$ cat src/rtl/seg7_pkg.sv
// ---------------------------------------------------------------------------
// seg7_pkg: shared FSM state type and ASCII control codes for the 7-seg text path.  Rev 1.0
// ---------------------------------------------------------------------------
`default_nettype none

package seg7_pkg;

  typedef logic [0:0] state_t;

  localparam state_t IDLE  = 1'b0;
  localparam state_t CLEAR = 1'b1;

  localparam logic [7:0] ASCII_CR = 8'h0D;
  localparam logic [7:0] ASCII_BS = 8'h08;
  localparam logic [7:0] ASCII_FF = 8'h0C;

  // Everything except the C0 control range and DEL is displayed as-is.
  function automatic logic is_printable(input logic [7:0] c);
    return (c >= 8'h20) && (c != 8'h7F);
  endfunction

endpackage

`default_nettype wire

$ cat src/rtl/seg7_text_writer.sv
// ---------------------------------------------------------------------------
// seg7_text_writer: turns a valid/ready character stream into an 8-digit ASCII buffer.  Rev 1.0
// ---------------------------------------------------------------------------
`default_nettype none

module seg7_text_writer
  import seg7_pkg::*;
#(
  parameter logic [7:0] BLANK_CHAR = 8'h00
) (
  input  logic        CLK100MHZ,
  input  logic        resetn,
  input  logic        in_valid,
  output logic        in_ready,
  input  logic [7:0]  in_char,
  input  logic        mode,
  output logic [63:0] asciix8,
  output logic [2:0]  cursor,
  output logic        wrap
);

  state_t      state_q, state_d;
  logic [63:0] buf_q, buf_d;
  logic [2:0]  cursor_q, cursor_d;
  logic [2:0]  clr_cnt_q, clr_cnt_d;
  logic        wrap_q, wrap_d;
  logic        fire;

  assign in_ready = (state_q == IDLE);
  assign fire     = in_valid && in_ready;

  always_comb begin
    state_d   = state_q;
    buf_d     = buf_q;
    cursor_d  = cursor_q;
    clr_cnt_d = clr_cnt_q;
    wrap_d    = 1'b0;

    case (state_q)
      IDLE: begin
        if (fire) begin
          if (is_printable(in_char)) begin
            if (!mode) begin
              buf_d[8*cursor_q +: 8] = in_char;
              if (cursor_q == 3'd0) begin
                cursor_d = 3'd7;
                wrap_d   = 1'b1;
              end else begin
                cursor_d = cursor_q - 3'd1;
              end
            end else begin
              buf_d = {buf_q[55:0], in_char};
            end
          end else begin
            case (in_char)
              ASCII_CR: cursor_d = 3'd7;
              ASCII_BS: begin
                if (!mode) begin
                  // Step back toward digit 7 (saturating) and blank the new position.
                  if (cursor_q != 3'd7) begin
                    cursor_d = cursor_q + 3'd1;
                  end
                  buf_d[8*cursor_d +: 8] = BLANK_CHAR;
                end else begin
                  buf_d = {BLANK_CHAR, buf_q[63:8]};
                end
              end
              ASCII_FF: begin
                state_d   = CLEAR;
                clr_cnt_d = 3'd0;
              end
              default: ;
            endcase
          end
        end
      end

      CLEAR: begin
        buf_d[8*clr_cnt_q +: 8] = BLANK_CHAR;
        clr_cnt_d               = clr_cnt_q + 3'd1;
        if (clr_cnt_q == 3'd7) begin
          cursor_d = 3'd7;
          state_d  = IDLE;
        end
      end

      default: state_d = IDLE;
    endcase
  end

  always_ff @(posedge CLK100MHZ) begin
    if (!resetn) begin
      state_q   <= IDLE;
      buf_q     <= 64'h0;
      cursor_q  <= 3'd7;
      clr_cnt_q <= 3'd0;
      wrap_q    <= 1'b0;
    end else begin
      state_q   <= state_d;
      buf_q     <= buf_d;
      cursor_q  <= cursor_d;
      clr_cnt_q <= clr_cnt_d;
      wrap_q    <= wrap_d;
    end
  end

  assign asciix8 = buf_q;
  assign cursor  = cursor_q;
  assign wrap    = wrap_q;

endmodule

`default_nettype wire

$ cat config.mk
export PLATFORM = sky130hd
export DESIGN_NAME = seg7_text_writer
export DESIGN_NICKNAME = d
export VERILOG_FILES = /design/src/rtl/seg7_pkg.sv /design/src/rtl/seg7_text_writer.sv
export SDC_FILE = /design/constraint.sdc
export NUM_CORES = 1
export LEC_CHECK = 0
export CORE_MARGIN = 5
export CORE_UTILIZATION = 49
export CTS_BUF_LIST = sky130_fd_sc_hd__clkbuf_2
export CTS_CLUSTER_SIZE = 25
export DETAILED_ROUTE_END_ITERATION = 10
export GPL_ROUTABILITY_DRIVEN = 0
export PLACE_DENSITY = 0.77
export SLEW_MARGIN = 40
export SYNTH_ARGS = -nofsm -noshare
export SYNTH_HDL_FRONTEND = slang
export SYNTH_SLANG_ARGS = --single-unit
$ cat constraint.sdc
create_clock -name CLK100MHZ -period 3.22 [get_ports CLK100MHZ]
set_input_delay 0.644 -clock CLK100MHZ [delete_from_list [all_inputs] [get_ports CLK100MHZ]]
set_output_delay 0.644 -clock CLK100MHZ [all_outputs]
set_load 0.01 [all_outputs]
=== Yosys cells after proc, flatten, opt, wreduce, memory -nomap -nowiden ===
Index checks and enable logic that the tools add are counted.
Widths: inputs -> output; s select.

* Bits in registers: 72
* Output and inout port bits: 69
* Bits of input ports: 12
* Logic and storage cells: 76

* Order comparisons: 1
* Bitwise operators: 4
* Reduce and logical (&&, ||, !) cells: 7
* Multiplexer cells: 33
* Add/sub/neg operators: 6
* Equal/unequal tests: 14
* Shifts and indexed selects: 6

{| class="wikitable"
|+ Operators with widths
! kind !! count
|-
| $mux 64 || 5
|-
| $bwmux 64 || 3
|-
| $shift 8x34->64 const A || 3
|-
| $pmux 64 s2 || 1
|-
| $shiftx 8x34->64 const A || 2
|-
| $neg 6->34 || 3
|-
| $shiftx 8x34->64 || 1
|-
| $mux 3 || 15
|-
| $eq 8x4->1 const B || 3
|-
| $pmux 3 s2 || 3
|-
| $ne 3x3->1 const B || 3
|-
| $ge 8x6->1 const B || 1
|-
| $ne 8x7->1 const B || 1
|-
| $add 3x1->3 const B || 2
|-
| $ne 2x1->1 const B || 3
|-
| $mux 1 || 5
|-
| $reduce_and 5->1 || 1
|-
| $reduce_or 5->1 || 1
|-
| $ne 4x1->1 const B || 1
|-
| $not 1->1 || 4
|-
| $eq 3x3->1 const B || 1
|-
| $logic_not 3->1 || 1
|-
| $ne 3x1->1 const B || 1
|-
| $reduce_and 3->1 || 1
|-
| other kinds (5) || 6
|}

=== Logic depth before layout (Yosys ltp) ===
* Word-level depth: 15
* Depth in mapped cells: 13

=== Worst setup path after synthesis ===
No wires, ideal clock.

* Kind: reg-to-reg
* From: reg cursor_q[0] (netlist: cursor[0])
* To: reg buf_q[6] (netlist: asciix8[6])
* Period minus slack after synthesis: 3.170 ns
* Setup slack: 0.050 ns
* Buffers on the path: 2
* Data arrival time: 3.038 ns
* Data required time: 3.088 ns
* Stages on the path, launching flop included: 14
* Cells stage by stage: dfxtp_1 inv_1 ha_1 clkbuf_1 mux2i_1 ha_1 ha_1 nor2_1 nand2_1 or3_1 a32o_1 clkbuf_1 a221oi_1 nor3_1

* Longest elaborated chain between the ends: 15
* Elaborated cells on any way between the ends: 22
* Classes of those cells: add/sub: 3; eq/ne: 1; shift: 4; mux: 14

{| class="wikitable"
|+ RTL lines
! what !! line !! RTL
|-
| start: declaration || seg7_text_writer.sv:24 || <nowiki>logic [2:0] cursor_q, cursor_d;</nowiki>
|-
| start signal: assignment || seg7_text_writer.sv:101 || <nowiki>cursor_q <= cursor_d;</nowiki>
|-
| $add 3x1->3 / $ne 3x3->1 (equally long branches) || seg7_text_writer.sv:61, seg7_text_writer.sv:60 ||
|-
| $mux 3 || seg7_text_writer.sv:60 || <nowiki>if (cursor_q != 3'd7) begin</nowiki>
|-
| $mux 3 || seg7_text_writer.sv:58 || <nowiki>if (!mode) begin</nowiki>
|-
| $mux 3 || seg7_text_writer.sv:55 || <nowiki>case (in_char)</nowiki>
|-
| $mux 3 || seg7_text_writer.sv:42 || <nowiki>if (is_printable(in_char)) begin</nowiki>
|-
| $mux 3 || seg7_text_writer.sv:41 || <nowiki>if (fire) begin</nowiki>
|-
| $mux 3 || seg7_text_writer.sv:39 || <nowiki>case (state_q)</nowiki>
|-
| $neg 6->34 || seg7_text_writer.sv:63 || <nowiki>buf_d[8*cursor_d +: 8] = BLANK_CHAR;</nowiki>
|-
| $shiftx 8x34->64 / $shift 8x34->64 (equally long branches) || seg7_text_writer.sv:63 ||
|-
| $bwmux 64 || seg7_text_writer.sv:63 ||
|-
| $mux 64 || seg7_text_writer.sv:58 ||
|-
| $mux 64 || seg7_text_writer.sv:55 ||
|-
| $mux 64 (*) || seg7_text_writer.sv:42 ||
|-
| $mux 64 (*) || seg7_text_writer.sv:41 ||
|-
| $pmux 64 s2 (*) || seg7_text_writer.sv:39 ||
|-
| end signal: assignment || seg7_text_writer.sv:100 || <nowiki>buf_q <= buf_d;</nowiki>
|-
| end: declaration || seg7_text_writer.sv:23 || <nowiki>logic [63:0] buf_q, buf_d;</nowiki>
|}

Mark *: on every way between the ends. The rest lies on a longest branch, timed or not. The select of a mux whose other input is x is not followed.
A chain may end at the register's enable or synchronous reset.

=== Worst setup path in the final report ===
* From: reg cursor_q[1] (netlist: cursor[1])
* To: reg buf_q[3] (netlist: asciix8[3])

Same word-level chain as after synthesis.

==> key figures <==
Route
  • Routed wire length: about 14 mm
  • M1 wire length: around 5.9 mm
  • Drt wl/cell: about 19 um
  • Vias per cell: 6.53
  • Met3 wire len: 1.53 mm
  • Drt first pass iters: 9
  • Remaining DRCs: 0
  • Vias: slightly below 5000
  • WL met2: between 6 and 7 mm
  • Detail Route Antenna Nets: 0
  • Initial DRC count: 520
  • Top Layer Used: met4

Hold path
  • Worst Hold Class: reg -> reg
  • Hold Crit Depth: 2

Yosys
  • Post-Synthesis Cell Area: about 4300 sq um
  • Synth async-reset ratio: 0%
  • Synth Net Count: a little under 600
  • Number of synthesized flops with an enable pin: 0
  • Library cells used by synthesis: 47
  • Synth top area cells: dfxtp_1 33%, a22oi_1 9.0%, nor2_1 7.6%
  • Most used DFF post-synth: dfxtp_1
  • Avg Cell Area, Syn: 7.72 sq um
  • Share of the synthesized area in the top cell type: 33.3%
  • Flops & latches, synth: about 70
  • Synth Warn #: 0
  • Synthesized instance count: between 500 and 600
  • Largest area contributor in the netlist: dfxtp_1
  • Post-synthesis sequential area ratio: around a third

STA
  • Fmax: 331 MHz
  • Rel. slew slack: between 50% and 60%
  • Worst Skew: ~0.039 ns
  • Hold Vio Cnt, Final: 0
  • Post-route setup slack: a little over 0.2 ns
  • Final-report max-slew violation count: 0
  • # setup viols final: 0
  • Slew @ Worst Pin: roughly 0.7 ns
  • Final critical-path share of the clock period: between 90% and 100%
  • Min Tclk post-route: 3.02 ns

Global routing
  • Total track usage: roughly a quarter
  • First-pass GRT wire length: 23.5 mm
  • Vias in the first global route: ~4500
  • Initial antenna violation count: 0
  • Grt total ovfl: 0
  • Largest net degree at the start of global routing: between 60 and 70

Final layout
  • Share of cells above drive strength 1: about a tenth
  • ANT cells: 0
  • Area grow syn2layout: 25.6%
  • Commonest non-fill, non-tap cells in the layout: 87 x nor2_1, 79 x clkdlybuf4s50_1, 72 x dfxtp_1
  • Final Util: roughly 63%
  • Post-layout nets: between 600 and 700
  • Commonest non-fill, non-tap cell in the layout: nor2_1
  • Final Cell Area: 5440 sq um

Critical path
  • Arr. time, crit path: roughly 3.4 ns
  • Worst Path Max Fanout: 16
  • Register-to-Register Path Depth: 12
  • Flop-to-flop setup slack: ~0.20 ns
  • Setup CP Type: reg -> reg
  • Startpoint Class: flop
  • Critical Path RT: around 3.6 ns
  • Endpoint class of the critical path: flop

Floorplan
  • # IOs: 81
  • Die ar.: around 11000 sq um
  • Die width: roughly 100 um
  • Core Box Area: approximately 8700 sq um
  • # rows: 34
  • Die span in y: between 100 and 150 um
  • Initial Utilization: 49.9%

Placed design
  • DP HPWL: 9.90 mm
  • Cell Area, Placed: roughly 5300 sq um
  • Dpl ws: -0.0491 ns
  • Port Buffers: 80

Power
  • Max rail drop VDD: 0.230 mV
  • Pwr/cell area: 354 nW/um^2
  • Leakage Power: approximately 1.8 nW

Clock tree
  • H-Tree Depth: 3
  • Number of clock sinks: 72
  • Clk Latency, worst-skew pair: about 0.53 ns
  • CTS Buf Count: 9
  • CTS tree: yes
  • Clock transition at path regs: 0.23 ns
  • Root Driver: clkbuf_2
  • Clock buffer depth: 2
  • Hold_buf cts: 0

Flow run
  • # Max-Cap Violations: 0

Run status
  • Status: finished, final reports clean
-- sequential cells by signal (all words and copies together) (netlist names) --
name / cells
asciix8: 64
cursor: 3
clr_cnt_q: 3
state_q: 1
wrap: 1
-- worst max-delay path: stages (launching register included) --
cell and delay, ns:
dfxtp_1 0.41, buf_4 0.17, inv_1 0.10, ha_1 0.31, mux2i_2 0.22, ha_1 0.19
ha_1 0.27, nor2_1 0.11, nand2_1 0.06, or3_1 0.32, a32o_2 0.38, a221oi_1 0.27
nor3_1 0.08
-- timing repair --
action	CTS	global route
resized for setup	0	3
setup buffers	0	0
setup endpoints to repair	0	9
-- Yosys cell counts, types with 2 or more instances --
cell type  number
a211oi_1       22
a211oi_2        2
a21oi_1        43
a221oi_1        8
a22o_1          8
a22oi_1        52
a31oi_1         3
a32o_1          5
a32oi_2         2
and3_1          2
buf_1           4
buf_2           8
buf_6           3
clkbuf_1       35
clkinv_1        2
dfxtp_1        72
ha_1           13
inv_1           7
nand2_1        34
nand3_1        34
nand3b_1        3
nand4_1        17
nand4b_1        2
nor2_1         88
nor2b_1        12
nor3_1         14
nor4b_2         2
o211ai_1        2
o21ai_0        17
o31ai_1        25
or2_2           2
or3_1           3
-- logic make-up after synthesis --
logic type / share of synthesized area, %
AOI/OAI and AO/OA: 32.6
xor gates and xnor gates: 0.202
adders and majority gates: 3.76
buffers and inverters: 5.87
DFF: 33.3
muxes: 0.231
and+or+nand+nor: 24.1
-- stage by stage --
stage / power, W / hold slack (ns) / instances / setup TNS, ns
after detailed placement: 0.00140 / 0.467 / 728 / -0.660
after floorplan: 0.00122 / 0.492 / 561 / 0
final: 0.00193 / 0.501 / 744 / 0
after global placement: 0.00139 / 0.468 / 728 / 0
after global routing: 0.00202 / 0.522 / 744 / -0.00130
after CTS: 0.00192 / 0.500 / 744 / 0
-- worst paths after layout --
check,to,from
worst max-delay path,asciix8[3],cursor[1]
worst min-delay path,asciix8[62],asciix8[62]
worst max register to register,asciix8[3],cursor[1]
worst min register to register,asciix8[62],asciix8[62]
-- layout make-up --
| cell class | count | area (sq um) |
|---|---|---|
| timing repair buffer | 109 | 1060 |
| fill | 811 | 3240 |
| tap | 108 | 135 |
| multi-input combinational | 430 | 2650 |
| clock buffer | 11 | 55.1 |
| sequential | 72 | 1440 |
| inverter | 9 | 33.8 |
| clock inverter | 5 | 57.6 |
-- metal layers --
metal / track usage (%) / up-vias
met1: 35.3 / 2247
met4: 10.1 / 0
met5: 0 / -
met3: 4.84 / 45
met2: 38.6 / 318
li1: - / 2252
-- power breakdown --
group / switching, W / total (W) / internal [W] / leakage (nW)
Combinational: 0.000242 / 0.000426 / 0.000184 / 1.18
Sequential: 0.0000428 / 0.000972 / 0.000929 / 0.586
Clock: 0.000345 / 0.000528 / 0.000183 / 0.0642
Power figures use the tool's default switching activity.
